<file path="src/rtl/wb_write_queue.sv">
// -----------------------------------------------------------------------------
// wb_write_queue
//
// Writeback end of the decode-stage register-file write port. Results from
// execute/memory arrive over a valid/ready handshake. Register-writing opcodes
// with a legal destination are buffered in an in-order queue. One write per
// cycle is retired to the register file through registered wr_* outputs.
// A combinational query port lets decode detect and forward pending writes.
//
// Ports
//   clock, reset_n           rising-edge clock, async active-low reset
//   in_valid / in_ready      result handshake (in_ready from pre-edge count)
//   in_opcode/in_rd/in_result  retiring instruction opcode, dest, value
//   wr_stall                 register file cannot take a write this cycle
//   wr_enable/wr_addr/wr_data  registered register-file write port
//   query_addr               register decode is about to read
//   query_hit/query_data     youngest pending value for query_addr
//   count                    entries currently queued
//   err_addr                 one-cycle pulse when an illegal rd is dropped
// -----------------------------------------------------------------------------
module wb_write_queue #(
  parameter int DATA_W   = 32,
  parameter int ADDR_W   = 7,
  parameter int NUM_REGS = 32,
  parameter int DEPTH    = 4
) (
  input  logic                       clock,
  input  logic                       reset_n,
  input  logic                       in_valid,
  output logic                       in_ready,
  input  logic [4:0]                 in_opcode,
  input  logic [ADDR_W-1:0]          in_rd,
  input  logic [DATA_W-1:0]          in_result,
  input  logic                       wr_stall,
  output logic                       wr_enable,
  output logic [ADDR_W-1:0]          wr_addr,
  output logic [DATA_W-1:0]          wr_data,
  input  logic [ADDR_W-1:0]          query_addr,
  output logic                       query_hit,
  output logic [DATA_W-1:0]          query_data,
  output logic [$clog2(DEPTH):0]     count,
  output logic                       err_addr
);

  localparam int PTR_W = $clog2(DEPTH);
  localparam int CNT_W = PTR_W + 1;

  // Opcodes that write a destination register: 1 (Lv), 2-5, 6 (Cp), 9 (slr).
  function automatic logic is_write_op(input logic [4:0] op);
    logic wr;
    case (op)
      5'd1, 5'd2, 5'd3, 5'd4, 5'd5, 5'd6, 5'd9: wr = 1'b1;
      default:                                  wr = 1'b0;
    endcase
    return wr;
  endfunction

  logic [ADDR_W-1:0] rd_mem_q   [DEPTH];
  logic [DATA_W-1:0] data_mem_q [DEPTH];
  logic [PTR_W-1:0]  head_q, head_d;
  logic [PTR_W-1:0]  tail_q, tail_d;
  logic [CNT_W-1:0]  count_q, count_d;
  logic              wr_enable_q;
  logic [ADDR_W-1:0] wr_addr_q;
  logic [DATA_W-1:0] wr_data_q;
  logic              err_addr_q;

  logic              ready_s;
  logic              accept_s;
  logic              rd_legal_s;
  logic              push_s;
  logic              pop_s;
  logic              err_s;
  logic              query_hit_s;
  logic [DATA_W-1:0] query_data_s;
  logic [PTR_W-1:0]  idx_s;

  // Handshake decode, push/pop qualification and next-state pointers/count.
  always_comb begin
    ready_s    = (count_q != CNT_W'(DEPTH));
    accept_s   = in_valid & ready_s;
    // Compare at 32 bits so NUM_REGS need not fit in ADDR_W.
    rd_legal_s = ({{(32-ADDR_W){1'b0}}, in_rd} < 32'(NUM_REGS));
    push_s     = accept_s & is_write_op(in_opcode) & rd_legal_s;
    err_s      = accept_s & is_write_op(in_opcode) & ~rd_legal_s;
    pop_s      = (count_q != {CNT_W{1'b0}}) & ~wr_stall;
    // Pointers are PTR_W wide, so +1 wraps modulo DEPTH (power of two).
    head_d     = pop_s  ? head_q + {{(PTR_W-1){1'b0}}, 1'b1} : head_q;
    tail_d     = push_s ? tail_q + {{(PTR_W-1){1'b0}}, 1'b1} : tail_q;
    count_d    = count_q + CNT_W'(push_s) - CNT_W'(pop_s);
  end

  // Queue pointers, occupancy and error pulse.
  always_ff @(posedge clock or negedge reset_n) begin
    if (!reset_n) begin
      head_q     <= {PTR_W{1'b0}};
      tail_q     <= {PTR_W{1'b0}};
      count_q    <= {CNT_W{1'b0}};
      err_addr_q <= 1'b0;
    end else begin
      head_q     <= head_d;
      tail_q     <= tail_d;
      count_q    <= count_d;
      err_addr_q <= err_s;
    end
  end

  // Queue storage: the tail slot captures the accepted entry on a push.
  always_ff @(posedge clock or negedge reset_n) begin
    if (!reset_n) begin
      for (int i = 0; i < DEPTH; i++) begin
        rd_mem_q[i]   <= {ADDR_W{1'b0}};
        data_mem_q[i] <= {DATA_W{1'b0}};
      end
    end else if (push_s) begin
      rd_mem_q[tail_q]   <= in_rd;
      data_mem_q[tail_q] <= in_result;
    end else begin
      rd_mem_q[tail_q]   <= rd_mem_q[tail_q];
      data_mem_q[tail_q] <= data_mem_q[tail_q];
    end
  end

  // Register-file write port: head moves out on a pop; address/data hold otherwise.
  always_ff @(posedge clock or negedge reset_n) begin
    if (!reset_n) begin
      wr_enable_q <= 1'b0;
      wr_addr_q   <= {ADDR_W{1'b0}};
      wr_data_q   <= {DATA_W{1'b0}};
    end else if (pop_s) begin
      wr_enable_q <= 1'b1;
      wr_addr_q   <= rd_mem_q[head_q];
      wr_data_q   <= data_mem_q[head_q];
    end else begin
      wr_enable_q <= 1'b0;
    end
  end

  // Pending-write search: the outgoing write is checked first, then queue
  // entries oldest to youngest, so later matches override earlier ones.
  always_comb begin
    query_hit_s  = 1'b0;
    query_data_s = {DATA_W{1'b0}};
    idx_s        = head_q;
    if (wr_enable_q && (wr_addr_q == query_addr)) begin
      query_hit_s  = 1'b1;
      query_data_s = wr_data_q;
    end else begin
      query_hit_s  = 1'b0;
    end
    for (int k = 0; k < DEPTH; k++) begin
      idx_s = head_q + PTR_W'(k);
      if ((CNT_W'(k) < count_q) && (rd_mem_q[idx_s] == query_addr)) begin
        query_hit_s  = 1'b1;
        query_data_s = data_mem_q[idx_s];
      end else begin
        query_hit_s  = query_hit_s;
      end
    end
  end

  assign in_ready   = ready_s;
  assign wr_enable  = wr_enable_q;
  assign wr_addr    = wr_addr_q;
  assign wr_data    = wr_data_q;
  assign query_hit  = query_hit_s;
  assign query_data = query_data_s;
  assign count      = count_q;
  assign err_addr   = err_addr_q;

endmodule

</file>
<file path="config.mk">
export PLATFORM = sky130hd
export DESIGN_NAME = wb_write_queue
export DESIGN_NICKNAME = d
export VERILOG_FILES = /design/src/rtl/wb_write_queue.sv
export SDC_FILE = /design/constraint.sdc
export NUM_CORES = 1
export LEC_CHECK = 0
export ABC_AREA = 0
export BUFFER_PORTS_ARGS = -buffer_cell sky130_fd_sc_hd__buf_2
export CAP_MARGIN = 30
export CORE_AREA = 2 2 181 183
export CTS_BUF_LIST = sky130_fd_sc_hd__clkbuf_8
export CTS_CLUSTER_SIZE = 12
export DETAILED_ROUTE_END_ITERATION = 10
export DIE_AREA = 0 0 183 185
export GPL_ROUTABILITY_DRIVEN = 1
export PLACE_DENSITY = 0.58
export REMOVE_ABC_BUFFERS = 1
export SLEW_MARGIN = 30
export SYNTH_ARGS = -nofsm -noshare
export SYNTH_HDL_FRONTEND = slang
export SYNTH_SLANG_ARGS = --single-unit
</file>
<file path="constraint.sdc">
create_clock -name clock -period 2.4 [get_ports clock]
set_input_delay 0.12 -clock clock [delete_from_list [all_inputs] [get_ports clock]]
set_output_delay 0.12 -clock clock [all_outputs]
set_load 0.02 [all_outputs]
</file>
==> results.py, run 1 <==
metrics = {
    "outcome": {
        "status": "complete, but fails checks",
        "violations": "setup timing",
    },
    "sta": {
        "hold_viol_final": 0,
        "period_minus_slack_ps": 3470,
        "setup_violations": 33,
        "timing.slew.headroom": 0.4493,
        "fin_tns_setup_ps": -33580,
        "timing.final.ws_setup_ps": -1070,
        "worst_pin_slew_ps": 826.1,
        "slew_violations": 0,
        "fin_crit_sh": 1.446,
        "rsz0062_at_grt": "yes",
        "finClkSkew_ps": 15.89,
        "fmax_ghz": 0.2882,
    },
    "cells_and_area": {
        "areaGrowthSynthToFinish_pct": 34.67,
        "nets": 1745,
        "antenna_cells": 0,
        "final_cells": 2118,
        "num-fill-cells": 2841,
        "post-route-util": 0.5555,
        "layout-drive-gt1-share": 0.3526,
    },
    "die": {
        "io_pins": 133,
        "core_um2": 32040,
        "rows": 66,
        "fp.dieH_um": 185,
        "initial_core_util": 0.4124,
        "chipWidth_um": 183,
        "dieArea_um2": 33860,
    },
    "grt": {
        "grt_usage": 0.2565,
        "grt_pass1_wl_mm": 67.63,
        "grt_start_max_net_pins": 75,
        "antenna_found_initial": 0,
        "grt_overflow": 0,
        "grt_pass1_vias": 12010,
    },
    "power_and_ir_drop": {
        "p_per_area_nw_per_um2": 1175,
        "pwr-share-clk": 0.161,
        "leakage_nw": 7.401,
        "p_seq_frac": 0.284,
        "swShare": 0.4392,
        "combPwrFrac": 0.556,
        "p_int_mw": 11.73,
        "max-vdd-ir-drop_mv": 0.5752,
        "power.switching_mw": 9.185,
    },
    "clock_network": {
        "cts.sinks": 204,
        "numCtsBuffers": 40,
        "clk_pin_slew_ps": 60,
        "h-tree-depth": 2,
        "root_buffer": "clkbuf_8",
        "clockBufferDepth": 3,
        "tritoncts": "built",
        "clock_latency_ps": 530,
    },
    "routing": {
        "wire_per_inst_um": 20.60,
        "ant_nets": 0,
        "drc_errors": 0,
        "vias": 12020,
        "routed_wl_mm": 43.63,
        "vias_per_cell": 5.674,
        "drtIter0Drc": 850,
        "dr.pass1.iters": 5,
    },
    "synthesis": {
        "syn_inst": 1423,
        "syn-cell-area_um2": 13220,
        "yosysWarnings": 0,
        "syn_avg_cell_area_um2": 9.287,
        "synth_ff_type": "dfrtp_1",
        "yosys_register_bits": 204,
        "seq_area_frac_synth": 0.3863,
        "async_flop_share": 1.000,
        "synth-edff-count": 0,
        "ys_types": 37,
    },
    "setup_path": {
        "r2r_slack_ps": 130,
        "critPathCaptureType": "output port",
        "critPathArrivalTime_ps": 3350,
        "worst_setup_path_start_kind": "register",
        "cp_max_fo": 7,
        "worstSetupPathType": "register to output port",
        "cp.required_ps": 2280,
    },
    "placed_design": {
        "portBuffers": 132,
        "dp_hpwl_mm": 27.07,
        "dp_slack_ps": -826.5,
        "dp.cells": 1988,
        "gp_congestion": 0.8389,
    },
    "hold_path": {
        "hold_path.class": "input port to register",
    },
    "run": {
        "drv_cap": 0,
    },
}
==> synthesized netlist by cell type (all sizes together) (3+ instances only) <==
master	n	area, um^2
a21oi	185	929.6
and2	3	18.77
buf	40	220.2
clkbuf	88	330.3
dfrtp	204	5105
ha	8	100.1
inv	9	33.78
mux2	75	844.6
mux2i	116	1161
mux4	60	1351
nand2	181	679.4
nand4	7	43.79
nor2	155	581.8
nor2b	3	18.77
nor3	38	190.2
o2111ai	33	289.0
o21ai	162	810.8
xnor2	31	271.5
xor2	10	87.58
==> flip-flops by register name (all words and copies together), names as in the netlist <==
signal	count
rd_mem_q	28
err_addr	1
data_mem_q	128
count	3
head_q	2
wr_data	32
wr_enable	1
wr_addr	7
tail_q	2
==> timing repair <==
item	in CTS	in global routing
buffers inserted	14	6
hold buffers	35	0
resized for setup	179	85
hold endpoints to repair	158	0
pin swaps	35	34
gates cloned	4	3
endpoints found under the setup margin	43	35
==> cell type report <==
type / instances / area (um^2) / area share
multi-input combinational: 1082 / 8313 / 0.4671
sequential: 204 / 5117 / 0.2875
timing repair buffer: 344 / 3069 / 0.1725
clock buffer: 47 / 646.9 / 0.03635
tap: 408 / 510.5 / 0.02868
clock inverter: 24 / 106.4 / 0.005976
inverter: 9 / 33.78 / 0.001898
==> metal layers <==
layer	vias up	global-route usage	part of all wire
li1	5659	-	-
met1	5898	0.3506	0.44
met2	381	0.4255	0.48
met3	80	0.03578	0.058
met4	0	0.07712	0.023
met5	-	0	0
==> power by group through the flow <==
stage / combinational, mW / clock (mW) / sequential (mW)
6_report: 11.6 / 3.36 / 5.93
5_1_grt: 12.6 / 3.62 / 6.10
4_1_cts: 11.2 / 3.44 / 5.90
3_5_place_dp: 10.6 / 0 / 6.00
3_3_place_gp: 10.4 / 0 / 5.94
2_1_floorplan: 5.45 / 0 / 6.71
==> path summary, 6_finish.rpt <==
kind                                  to  depth (start not counted)       start
setup / recovery           query_data[3]                         12   head_q[1]
hold / removal               rd_mem_q[1]                          3    in_rd[1]
setup reg to reg             wr_data[22]                          7   head_q[0]
hold reg to reg               wr_data[8]                          2  wr_data[8]
max in group asynchronous    wr_data[10]                          3     reset_n
min in group asynchronous      wr_enable                          2     reset_n
==> kinds of logic (layout without fill, tap and decap cells) <==
group,Yosys count,count (layout),share of synthesized area
xor+xnor,41,41,0.02717
flops,204,204,0.3863
buf+inv,137,424,0.04422
compound gates,385,385,0.1570
fa+ha+maj,9,9,0.009090
simple gates,396,396,0.1222
mux,251,251,0.2540
==> worst max-delay path: stages, from the launching register on <==
cell	delay, ps
dfrtp_4	510
buf_8	160
mux4_2	500
xor2_1	160
a21oi_1	130
nor4b_4	290
buf_4	210
nor2b_4	170
buf_6	160
buf_12	170
o21ai_4	80
o2111ai_4	110
buf_6	150
==> per-stage QoR <==
step / cell area, um^2 / total power, mW / hold WS, ps
after floorplan: 12660 / 12.16 / -175.6
after global placement: 15300 / 16.36 / 159.2
after detailed placement: 15300 / 16.59 / 153.2
after CTS: 17230 / 20.57 / 0.8414
after global routing: 17800 / 22.32 / 21.31
final: 17800 / 20.91 / 12.54
==> cells in the final DEF, fill, tap and decap left out, types with 4 or more instances in the layout <==
| cell | n |
|---|---|
| inv_1 | 23 |
| buf_2 | 99 |
| o21ai_4 | 21 |
| a21oi_1 | 183 |
| dfrtp_1 | 200 |
| buf_16 | 4 |
| o21ai_0 | 117 |
| buf_6 | 38 |
| xor2_1 | 9 |
| nand4_1 | 7 |
| ha_2 | 4 |
| nand2_1 | 181 |
| mux2_2 | 75 |
| o2111ai_2 | 24 |
| nor3_1 | 35 |
| buf_4 | 132 |
| xnor2_2 | 10 |
| buf_8 | 7 |
| o2111ai_4 | 9 |
| dlygate4sd3_1 | 35 |
| clkbuf_8 | 48 |
| clkinv_2 | 9 |
| mux2i_1 | 112 |
| xnor2_1 | 21 |
| buf_12 | 25 |
| o21ai_2 | 13 |
| mux4_2 | 60 |
| o21ai_1 | 11 |
| nor2_1 | 153 |
| ha_1 | 4 |
(Power assumes the default switching activity.)
==> run 2: changes to the inputs <==
Settings changed: CORE_AREA 2 2 181 183 to 2 2 162 204, DIE_AREA 0 0 183 185 to 0 0 164 206.
==> results.py, run 2 (synthesis gave the netlist of run 1 again) <==
metrics = {
    "setup_path": {
        "worstSetupPathType": "register to output port",
        "critPathArrivalTime_ps": 3370,
        "max_stage_delay_ps": 510,
        "path_common_cell": "buf_12",
        "worst_setup_path_start_kind": "register",
        "worstPathCellList": "buf_12, mux4_2, xnor2_1, nand4_1, nor4b_4, buf_4, nor4_4, a21oi_4, buf_12, buf_12, o2111ai_2, buf_4",
        "critPathCaptureType": "output port",
        "crit_family": "buffers and inverters",
        "worst-path-buf-inv": 5,
        "r2r_slack_ps": 210,
        "cp_max_fo": 8,
        "cp.required_ps": 2280,
        "critical-path-slowest-cell": "dfrtp_4",
    },
    "sta": {
        "timing.slew.headroom": 0.4303,
        "fmax_ghz": 0.2864,
        "fin_crit_sh": 1.455,
        "worst_pin_slew_ps": 854.5,
        "slew_violations": 0,
        "setup_violations": 33,
        "finClkSkew_ps": 21.26,
        "period_minus_slack_ps": 3491,
        "rsz0062_at_grt": "yes",
        "hold_viol_final": 0,
        "fin_tns_setup_ps": -34300,
        "timing.final.ws_setup_ps": -1091,
    },
    "die": {
        "dieArea_um2": 33780,
        "initial_core_util": 0.4113,
        "chipWidth_um": 164,
        "core_um2": 32130,
        "fp.dieH_um": 206,
        "io_pins": 133,
        "rows": 74,
    },
    "cells_and_area": {
        "largest_register": "data_mem_q",
        "antenna_cells": 0,
        "final_cell_mix": "dfrtp_1, a21oi_1, nand2_1, nor2_1, buf_4",
        "largest_reg_flops": 128,
        "mostFrequentLayoutCell": "dfrtp_1",
        "nets": 1739,
        "post-route-util": 0.5474,
        "layout-drive-gt1-share": 0.3429,
        "final_cells": 2121,
        "areaGrowthSynthToFinish_pct": 33.09,
    },
    "power_and_ir_drop": {
        "p_per_area_nw_per_um2": 1203,
        "p_int_mw": 12.06,
        "power.switching_mw": 9.100,
        "leakage_nw": 7.286,
        "p_seq_frac": 0.279,
        "pwr-share-clk": 0.179,
        "swShare": 0.4301,
        "combPwrFrac": 0.542,
        "max-vdd-ir-drop_mv": 0.5716,
    },
    "clock_network": {
        "root_buffer": "clkbuf_8",
        "h-tree-depth": 2,
        "clock_latency_ps": 550,
        "numCtsBuffers": 38,
        "clockBufferDepth": 3,
        "tritoncts": "built",
        "cts.sinks": 204,
        "clk_pin_slew_ps": 70,
    },
    "routing": {
        "wl_met3_mm": 2.727,
        "vias": 12010,
        "drtIter0Drc": 747,
        "ant_nets": 0,
        "dr.max_layer_used": "met4",
        "wire_per_inst_um": 20.08,
        "wl_met2_mm": 20.64,
        "dr.pass1.iters": 6,
        "drc_errors": 0,
        "wl_met1_mm": 17.61,
        "routed_wl_mm": 42.58,
        "vias_per_cell": 5.663,
    },
    "placed_design": {
        "dp_hpwl_mm": 27.22,
        "gp_congestion": 0.8747,
        "portBuffers": 132,
        "dp.cells": 1990,
    },
    "outcome": {
        "violations": "setup timing",
        "status": "complete, but fails checks",
    },
    "grt": {
        "grt_start_max_net_pins": 75,
        "grt_pass1_wl_mm": 66.05,
        "antenna_found_initial": 0,
        "grt_usage": 0.2515,
        "grt_pass1_vias": 11900,
        "grt_overflow": 0,
    },
    "run": {
        "drv_cap": 0,
    },
    "hold_path": {
        "hold_path.class": "input port to register",
    },
}
-- run 2: area by class of cell --
class                           count  area (um^2)
Timing Repair Buffer              340         2952
Sequential cell                   204         5115
Multi-Input combinational cell   1082         8103
Clock buffer                       55        757.0
Clock inverter                     13        105.1
Inverter                            9        33.78
Fill cell                        2845        14540
Tap cell                          418        523.0
-- run 2: timing repair --
| action | CTS | global route |
|---|---|---|
| endpoints found under the hold margin | 325 | 0 |
| buffers inserted | 16 | 7 |
| cloned | 1 | 1 |
| gates resized for setup | 107 | 108 |
| endpoints found under the setup margin | 45 | 40 |
| pin swaps | 29 | 29 |
| hold buffers | 40 | 0 |
-- run 2: power by group through the flow --
stage          clock network [mW]  registers (mW)  logic [mW]
6_report                     3.79            5.90        11.5
3_5_place_dp                    0            5.99        10.6
2_1_floorplan                   0            6.71        5.45
4_1_cts                      3.87            5.88        11.1
3_3_place_gp                    0            5.93        10.4
5_1_grt                      4.03            6.07        12.5
-- run 2: path summary, 6_finish.rpt --
path,from,end,cells after the start
setup reg to reg,head_q[0],wr_data[11],7
hold reg to reg,wr_data[0],wr_data[0],2
hold / removal,in_result[18],data_mem_q[82],3
setup / recovery,head_q[1],query_data[3],12
min in group asynchronous,reset_n,wr_data[31],2
max in group asynchronous,reset_n,data_mem_q[86],3
-- run 2: stage by stage --
step / cell area [um^2] / hold WS (ps) / setup WS [ps] / total power [mW]
3_3_place_gp: 15290 / 99.03 / -726.0 / 16.36
2_1_floorplan: 12660 / -175.6 / -5423 / 12.16
3_5_place_dp: 15290 / 104.4 / -803.8 / 16.61
5_1_grt: 17590 / 28.42 / -1211 / 22.57
4_1_cts: 17060 / 3.920 / -1169 / 20.85
6_report: 17590 / 42.37 / -1091 / 21.16
-- run 2: worst register-to-register path: cells and delay by family, from the launching register on --
family / cells / cell delay (ps)
flip-flops: 1 / 460
multiplexers: 1 / 420
AO/OA/AOI/OAI: 2 / 370
buffers and inverters: 4 / 780
-- run 2: metal layers --
metal,GRT usage,up-vias
met1,0.3299,5882
met3,0.03753,97
met5,0,-
met4,0.1065,0
li1,-,5615
met2,0.4152,418
==> run 3: changes to the inputs <==
Settings changed: PLACE_DENSITY 0.58 to 0.66, SKIP_LAST_GASP from default to 1.
==> results.py, run 3 (synthesis gave the netlist of run 1 again) <==
metrics = {
    "cells_and_area": {
        "mostFrequentLayoutCell": "dfrtp_1",
        "register_area_um2": 5115,
        "antenna_cells": 0,
        "design_area_um2": 17180,
        "num-fill-cells": 2802,
        "layout-drive-gt1-share": 0.3208,
        "largest_register": "data_mem_q",
        "nets": 1737,
        "multiInputGateArea_um2": 7801,
        "largest_reg_flops": 128,
        "final_cell_mix": "dfrtp_1, a21oi_1, nand2_1, nor2_1, o21ai_0",
        "post-route-util": 0.5347,
        "areaGrowthSynthToFinish_pct": 30.00,
    },
    "sta": {
        "hold_viol_final": 0,
        "worst_pin_slew_ps": 779.6,
        "rsz0062_at_grt": "yes",
        "timing.slew.headroom": 0.4803,
        "fmax_ghz": 0.2678,
        "timing.final.ws_setup_ps": -1334,
        "setup_violations": 33,
        "slew_violations": 0,
        "period_minus_slack_ps": 3734,
        "finClkSkew_ps": 35.38,
        "fin_crit_sh": 1.556,
    },
    "setup_path": {
        "r2r_cells": 7,
        "cp.required_ps": 2280,
        "r2r_start": "head_q[0]",
        "worstSetupPathType": "register to output port",
        "critPathCaptureType": "output port",
        "max_stage_delay_ps": 500,
        "worstPathCellList": "buf_6, mux4_2, xnor2_1, nand4_1, nor4b_4, buf_4, nor2b_4, buf_12, buf_12, o21ai_1, o2111ai_2, buf_6",
        "critical-path-slowest-cell": "dfrtp_4",
        "critPathArrivalTime_ps": 3610,
        "r2r-end": "wr_data[13]",
        "worst-path-buf-inv": 5,
        "cp_max_fo": 7,
        "worst_setup_path_start_kind": "register",
        "r2r_slack_ps": 150,
        "crit_family": "simple AND/OR/NAND/NOR gates",
    },
    "die": {
        "io_pins": 133,
        "chipWidth_um": 164,
        "dieArea_um2": 33780,
        "core_um2": 32130,
        "fp.dieH_um": 206,
        "rows": 74,
        "initial_core_util": 0.4113,
    },
    "clock_network": {
        "clk_pin_slew_ps": 70,
        "clockBufferDepth": 3,
        "h-tree-depth": 2,
        "cts.sinks": 204,
        "root_buffer": "clkbuf_8",
        "numCtsBuffers": 37,
        "tritoncts": "built",
        "clock_latency_ps": 570,
    },
    "hold_path": {
        "hold_path.class": "input port to register",
        "worstHoldStart": "in_result[16]",
        "min_to": "data_mem_q[48]",
        "whs_path_depth": 3,
    },
    "placed_design": {
        "dp_slack_ps": -755.4,
        "place_area_um2": 15350,
        "portBuffers": 132,
        "dp_hpwl_mm": 27.51,
        "gp_congestion": 0.8849,
    },
    "grt": {
        "use_met3": 0.03893,
        "antenna_found_initial": 0,
        "grt_overflow": 0,
        "grt_use_met2": 0.4214,
        "grt_pass1_wl_mm": 66.63,
        "grt_pass1_vias": 12210,
        "grt_start_max_net_pins": 75,
        "busiest_layer": "met2",
        "grt_util_met1": 0.3190,
        "grt_usage": 0.2522,
    },
    "routing": {
        "wire_per_inst_um": 19.96,
        "ant_nets": 0,
        "drtIter0Drc": 897,
        "drc_errors": 0,
        "routed_wl_mm": 42.26,
        "dr.pass1.iters": 5,
        "vias": 12220,
        "vias_per_cell": 5.774,
    },
    "power_and_ir_drop": {
        "max-vdd-ir-drop_mv": 0.6801,
        "p_per_area_nw_per_um2": 1208,
        "leakage_nw": 7.149,
    },
    "run": {
        "drv_cap": 0,
    },
    "outcome": {
        "violations": "setup timing",
        "status": "complete, but fails checks",
    },
}
==> run 3: cell count changes in the layout (fill, tap and decap cells not counted), sizes merged <==
cell	delta
clkinvlp	+2
inv	-1
clkinv	+3
clkbuf	-7
buf	-1
==> run 3: final cells by class <==
type | count | area share
clock buffers | 48 | 0.03845
clock inverters | 17 | 0.007938
inverters | 9 | 0.001966
multi-input cells | 1082 | 0.4541
flip-flops and latches | 204 | 0.2977
well taps | 418 | 0.03044
repair buffers | 339 | 0.1694
==> run 3: through the flow <==
| stage | instances | TNS (ps) | total power, mW | hold WS [ps] |
|---|---|---|---|---|
| after CTS | 2112 | -37390 | 20.59 | 1.404 |
| after floorplan | 1295 | -503400 | 12.16 | -175.6 |
| after global placement | 1992 | -20180 | 16.18 | 187.8 |
| final | 2117 | -42090 | 20.76 | 28.08 |
| after global routing | 2117 | -46690 | 22.09 | 47.78 |
| after detailed placement | 1992 | -22300 | 16.49 | 191.2 |
==> run 3: what timing repair did <==
action | 4_1_cts | 5_1_grt
hold buffers | 40 | 0
cloned | 1 | 1
hold endpoints to repair | 202 | 0
buffers inserted | 14 | 5
endpoints found under the setup margin | 33 | 41
resized for setup | 92 | 42
pin swaps | 27 | 17
==> run 3: how the worst max path moves through the flow <==
| stage | from | cells after the start | endpoint | slack [ps] |
|---|---|---|---|---|
| global placement | head_q[1] | 11 | query_data[31] | -690 |
| CTS | head_q[1] | 12 | query_data[2] | -1160 |
| finish | head_q[1] | 12 | query_data[0] | -1330 |
| detailed placement | head_q[1] | 11 | query_data[31] | -760 |
| floorplan | head_q[0] | 7 | query_data[11] | -5420 |
| global route | head_q[1] | 12 | query_data[0] | -1460 |
==> run 3: where the power goes <==
group	switching, mW	internal [mW]
sequential	1.23	4.67
combinational	6.22	5.01
clock	1.60	2.02
==> run 3: worst register-to-register path: stages, from the launching register on <==
cell	delay [ps]
dfrtp_4	470
buf_6	160
buf_4	140
buf_4	400
mux2_2	420
o21ai_0	250
buf_4	160
o21ai_0	80
==> run 3: per-layer routing <==
metal  up-vias  wire, um
met2       492     20870
met1      6015     16890
met3       111      2769
met5         -         0
met4         0      1736
li1       5606         -
